File: src/rtl/tmds_pkg.sv
// rtl/tmds_pkg.sv - shared TMDS control tokens, CD/token mapping and lock defaults
package tmds_pkg;

  localparam int LOCK_TOKENS_DEFAULT    = 16;
  localparam int SEARCH_TIMEOUT_DEFAULT = 1024;

  // Control tokens written as word[9:0]; bit 0 is the first bit on the wire.
  localparam logic [9:0] TOKEN_CD00 = 10'b1101010100;
  localparam logic [9:0] TOKEN_CD01 = 10'b0010101011;
  localparam logic [9:0] TOKEN_CD10 = 10'b0101010100;
  localparam logic [9:0] TOKEN_CD11 = 10'b1010101011;

  typedef enum logic [1:0] {
    ST_SEARCH,
    ST_CHECK,
    ST_LOCKED
  } lock_state_t;

  // Transmit direction: control value {CD1,CD0} to its token.
  function automatic logic [9:0] cd_to_token(input logic [1:0] cd);
    case (cd)
      2'b00:   return TOKEN_CD00;
      2'b01:   return TOKEN_CD01;
      2'b10:   return TOKEN_CD10;
      default: return TOKEN_CD11;
    endcase
  endfunction

  function automatic logic is_token(input logic [9:0] w);
    return (w == TOKEN_CD00) || (w == TOKEN_CD01) ||
           (w == TOKEN_CD10) || (w == TOKEN_CD11);
  endfunction

  // Receive direction: token to control value; only meaningful when is_token(w).
  function automatic logic [1:0] token_to_cd(input logic [9:0] w);
    case (w)
      TOKEN_CD01: return 2'b01;
      TOKEN_CD10: return 2'b10;
      TOKEN_CD11: return 2'b11;
      default:    return 2'b00;
    endcase
  endfunction

endpackage

File: src/rtl/tmds_word_decode.sv
// rtl/tmds_word_decode.sv - registered decode of one aligned TMDS word
module tmds_word_decode
  import tmds_pkg::*;
(
  input  logic       clk,
  input  logic       rst_n,
  input  logic [9:0] aw,
  output logic       de,
  output logic [7:0] d,
  output logic [1:0] c
);

  logic [7:0] q;
  logic [7:0] dec;

  // Undo the optional inversion (bit 9), then the XOR/XNOR chain (bit 8 selects).
  always_comb begin
    q      = aw[9] ? ~aw[7:0] : aw[7:0];
    dec    = 8'h00;
    dec[0] = q[0];
    for (int i = 1; i < 8; i++) begin
      dec[i] = aw[8] ? (q[i] ^ q[i-1]) : ~(q[i] ^ q[i-1]);
    end
  end

  // Tokens update the control value and blank the byte; data words keep c.
  always_ff @(posedge clk or negedge rst_n) begin
    if (!rst_n) begin
      de <= 1'b0;
      d  <= 8'h00;
      c  <= 2'b00;
    end else if (is_token(aw)) begin
      de <= 1'b0;
      d  <= 8'h00;
      c  <= token_to_cd(aw);
    end else begin
      de <= 1'b1;
      d  <= dec;
    end
  end

endmodule

File: src/rtl/tmds_channel_decoder.sv
// rtl/tmds_channel_decoder.sv - TMDS word aligner, lock FSM and channel decode
module tmds_channel_decoder
  import tmds_pkg::*;
#(
  parameter int LOCK_TOKENS    = LOCK_TOKENS_DEFAULT,
  parameter int SEARCH_TIMEOUT = SEARCH_TIMEOUT_DEFAULT,
  parameter int CNT_W          = 11
) (
  input  logic       clk,
  input  logic       rst_n,
  input  logic [9:0] tmds_word,
  output logic       de,
  output logic [7:0] d,
  output logic [1:0] c,
  output logic       locked,
  output logic [3:0] offset
);

  localparam int RUN_W = $clog2(LOCK_TOKENS + 1);

  logic [9:0]       prev_word;
  logic [9:0]       aw;
  logic [19:0]      window;
  logic [9:0]       aligned;
  lock_state_t      state;
  logic [CNT_W-1:0] timer;
  logic [RUN_W-1:0] run;
  logic [RUN_W-1:0] run_inc;
  logic [3:0]       next_offset;
  logic             token;
  logic             timeout;
  logic             lock_hit;

  assign window = {tmds_word, prev_word};

  // Pick the 10-bit slice starting at the current bit offset.
  always_comb begin
    aligned = window[9:0];
    for (int k = 0; k < 10; k++) begin
      if (offset == 4'(k)) aligned = window[k +: 10];
    end
  end

  // Window history and aligned-word pipeline stage.
  always_ff @(posedge clk or negedge rst_n) begin
    if (!rst_n) begin
      prev_word <= 10'd0;
      aw        <= 10'd0;
    end else begin
      prev_word <= tmds_word;
      aw        <= aligned;
    end
  end

  assign token       = is_token(aw);
  assign timeout     = (timer == CNT_W'(SEARCH_TIMEOUT - 1));
  assign run_inc     = (run == RUN_W'(LOCK_TOKENS)) ? run : run + RUN_W'(1);
  assign lock_hit    = token && (run_inc == RUN_W'(LOCK_TOKENS));
  assign next_offset = (offset == 4'd9) ? 4'd0 : offset + 4'd1;

  // Lock FSM: the search timer is free-running per offset; lock beats timeout.
  always_ff @(posedge clk or negedge rst_n) begin
    if (!rst_n) begin
      state  <= ST_SEARCH;
      run    <= '0;
      timer  <= '0;
      offset <= 4'd0;
      locked <= 1'b0;
    end else begin
      case (state)
        ST_SEARCH, ST_CHECK: begin
          if (lock_hit) begin
            state  <= ST_LOCKED;
            locked <= 1'b1;
            timer  <= '0;
            run    <= run_inc;
          end else if (timeout) begin
            state  <= ST_SEARCH;
            offset <= next_offset;
            timer  <= '0;
            run    <= '0;
          end else begin
            timer <= timer + CNT_W'(1);
            if (token) begin
              state <= ST_CHECK;
              run   <= run_inc;
            end else begin
              state <= ST_SEARCH;
              run   <= '0;
            end
          end
        end
        ST_LOCKED: begin
          if (token) begin
            timer <= '0;
          end else if (timeout) begin
            state  <= ST_SEARCH;
            locked <= 1'b0;
            offset <= next_offset;
            timer  <= '0;
            run    <= '0;
          end else begin
            timer <= timer + CNT_W'(1);
          end
        end
        default: state <= ST_SEARCH;
      endcase
    end
  end

  tmds_word_decode u_word_decode (
    .clk   (clk),
    .rst_n (rst_n),
    .aw    (aw),
    .de    (de),
    .d     (d),
    .c     (c)
  );

endmodule
File: config.mk
export PLATFORM = sky130hd
export DESIGN_NAME = tmds_channel_decoder
export DESIGN_NICKNAME = d
export VERILOG_FILES = /design/src/rtl/tmds_pkg.sv /design/src/rtl/tmds_word_decode.sv /design/src/rtl/tmds_channel_decoder.sv
export SDC_FILE = /design/constraint.sdc
export NUM_CORES = 1
export LEC_CHECK = 0
export CAP_MARGIN = 5
export CORE_MARGIN = 10
export CORE_UTILIZATION = 55
export DETAILED_ROUTE_END_ITERATION = 7
export PLACE_DENSITY = 0.85
export RECOVER_POWER = 25
export REMOVE_ABC_BUFFERS = 1
export SYNTH_ARGS = -nofsm -noshare
export SYNTH_HDL_FRONTEND = slang
export SYNTH_HIERARCHICAL = 1
export SYNTH_SLANG_ARGS = --single-unit
export TNS_END_PERCENT = 1
File: constraint.sdc
create_clock -name clk -period 5.2 [get_ports clk]
set_input_delay 0.78 -clock clk [delete_from_list [all_inputs] [get_ports clk]]
set_output_delay 0.78 -clock clk [all_outputs]
set_load 0.02 [all_outputs]
==> results_dict.tcl <==
set metrics [dict create \
    finalNetCount 423 \
    mostFrequentLayoutCells "dfrtp_1 (54), o21ai_0 (37), nor2_1 (26)" \
    cp_cell_sequence "buf_2 > clkbuf_1" \
    viasPerCell 6.399 \
    place.gp.congestion 0.9141 \
    critPathBufInv 2 \
    cpPeakStageDelay_ns 2.00 \
    grt_max_degree 55 \
    die_w_um 99.80 \
    hold_path_class "register to register" \
    n_fill_cell 522 \
    synthMuxAreaShare_pct 4.180 \
    drive_gt1_share_pct 8.068 \
    powerDensity_mw_per_mm2 220.1 \
    groute.usage.overall_pct 15.82 \
    clock_skew_ns 0.007066 \
    critPathRequiredTime_ns 5.02 \
    irDropWorstVdd_mv 0.1789 \
    cts_root_buf "clkbuf_8" \
    wl_per_cell_um 16.61 \
    p_leak_nw 1.449 \
    dp_cells 478 \
    ys_types 69 \
    final_hold_viol_count 0 \
    clk_latency_ns 0.31 \
    synth_area_per_cell_um2 8.866 \
    grt-ovfl-total 0 \
    synth_fa_ha_area_share_pct 1.072 \
    synth_top_family_by_area "compound AO/OA/AOI/OAI gates" \
    die_area_mm2 0.009959 \
    fmax_mhz 325.6 \
    async_reset_ff_share_pct 100.0 \
    rows 29 \
    arrival_ns 2.89 \
    yosys.area_share.simple_pct 22.51 \
    grt_pass1_wl_um 13560 \
    die_height_um 99.80 \
    rsz0062_at_grt "no" \
    slew-limit-headroom_pct -89.59 \
    place.detailed.hpwl_um 5550 \
    cts_tree "done" \
    worst_setup_path_end_kind "asynchronous set/reset pin" \
    dr.pass1.iters 5 \
    synth_compound_area_share_pct 25.54 \
    netlist_instances 395 \
    min_period_ns 3.071 \
    grt_pass1_vias 2922 \
    final_common_cell "dfrtp_1" \
    numCtsBuffers 5 \
    synth_xor_area_share_pct 4.252 \
    antenna_cells 0 \
    drv_cap 1 \
    seqCellArea_mm2 0.001351 \
    fin_crit_sh_pct 59.06 \
    dominantRegCellSynth "dfrtp_1" \
    ys_ff_latch 54 \
    cts-hold-fix-buffers 0 \
    initial_core_util_pct 55.79 \
    violations "max-capacitance violations, max-slew violations" \
    crit_type "primary input to asynchronous set/reset pin" \
    htree_levels 2 \
    antenna_found_initial 0 \
    drcViolationCount 0 \
    finalSetupViolCount 0 \
    area_delta_synth_final_pct 11.40 \
    cts.path.max_buffers 2 \
    path_max_fanout 54 \
    yosys_warnings 6 \
    crit_slowest_cell "clkbuf_1" \
    routed-via-count 3110 \
    holdWs_ns 0.5145 \
    post-cts-setup-buffers 0 \
    drtAntennaViolNets 0 \
    cts.sinks 54 \
    status "complete, but fails checks" \
    multi_input_area_mm2 0.002016 \
    synth-edff-count 0 \
    start_kind "primary input" \
    critPathTopFamily "buffers and inverters" \
    ys_seq_area_share_pct 38.59 \
    wirelength_um 8071 \
    clkTransAtPathRegs_ns 0.10 \
    io_pins 28 \
    drv_slew 55 \
    drt_iter0_markers 392 \
    cts_resized 0 \
    tightest_slew_ns 2.844 \
    fin_cells 486 \
    setup_tns_ns 0 \
    syn_area_mm2 0.003502 \
    numPortBuffers 27 \
    coreArea_mm2 0.006277 \
]
-- stage by stage --
step | setup slack (ns) | util [%] | instance area [µm²] | total power [W]
after floorplan | 2.620 | - | 3397 | 0.0005191
after global placement | 2.652 | 60.35 | 3789 | 0.0005716
after detailed placement | 2.632 | 60.35 | 3789 | 0.0005742
after CTS | 2.274 | 62.21 | 3905 | 0.0008664
after global routing | 1.556 | 62.15 | 3901 | 0.0008959
final | 2.129 | 62.15 | 3901 | 0.0008585
-- synthesized netlist by cell type, drive strengths merged, types with 4 or more instances --
master,number,area (µm²)
nor2,26,97.59
o31ai,4,30.03
o22ai,14,87.58
inv,8,30.03
nand3,12,60.06
dfrtp,54,1351
mux2,5,56.30
mux2i,9,90.09
or3,6,37.54
a31oi,12,75.07
o21ai,37,185.2
xnor2,15,131.4
nand2b,13,81.33
nand2,25,93.84
a221oi,5,43.79
a21oi,21,105.1
and2,4,27.53
buf,13,60.06
a211oi,5,37.54
clkbuf,12,45.04
o211ai,8,65.06
nor2b,10,62.56
nor3,15,85.08
nand4,4,25.02
-- routing by layer --
layer,up-vias,track usage [%],share of wire [%]
met2,125,24.39,47
met5,-,0,0
li1,1512,-,-
met3,16,3.846,7.8
met1,1457,21.41,44
met4,0,4.741,1.2
-- sequential cells by signal, indices dropped and copies added (netlist names) --
register	count
run	5
u_word_decode/d	8
u_word_decode/c	2
prev_word	10
locked	1
timer	11
u_word_decode/de	1
state	2
offset	4
aw	10
-- kinds of logic (layout without fill, tap and decap cells) --
group / count (synthesis) / in the layout
mux: 14 / 14
flops: 54 / 54
xor+xnor: 17 / 17
fa+ha+maj: 3 / 3
buf+inv: 33 / 47
compound gates: 137 / 137
simple gates: 137 / 137
-- cell type report --
| cell class | instances | area share [%] |
|---|---|---|
| sequential | 54 | 34.64 |
| tap | 77 | 2.470 |
| multi-input combinational | 308 | 51.67 |
| clock inverter | 3 | 1.219 |
| timing repair buffer | 31 | 7.473 |
| inverter | 8 | 0.7697 |
| clock buffer | 5 | 1.764 |
-- final timing paths --
check | endpoint | cells past startpoint | slack, ns | start
max | prev_word[1]$_DFF_PN0_ | 2 | 2.13 | rst_n
min | timer[6]$_DFFE_PN0P_ | 1 | 0.51 | timer[6]$_DFFE_PN0P_
max reg2reg | aw[4]$_DFF_PN0_ | 7 | 2.67 | offset[0]$_DFFE_PN0P_
min reg2reg | timer[6]$_DFFE_PN0P_ | 1 | 0.51 | timer[6]$_DFFE_PN0P_
max in group clk | offset[0] | 2 | 2.23 | offset[0]$_DFFE_PN0P_
min in group asynchronous | timer[2]$_DFFE_PN0P_ | 2 | 1.46 | rst_n
-- report_power, final --
part | leakage, nW | internal, W | switching [W]
sequential | 0.667 | 0.000438 | 0.0000203
combinational | 0.723 | 0.0000511 | 0.0000554
clock | 0.0587 | 0.000146 | 0.000147
No activity file was read; power rests on OpenSTA's default activity.
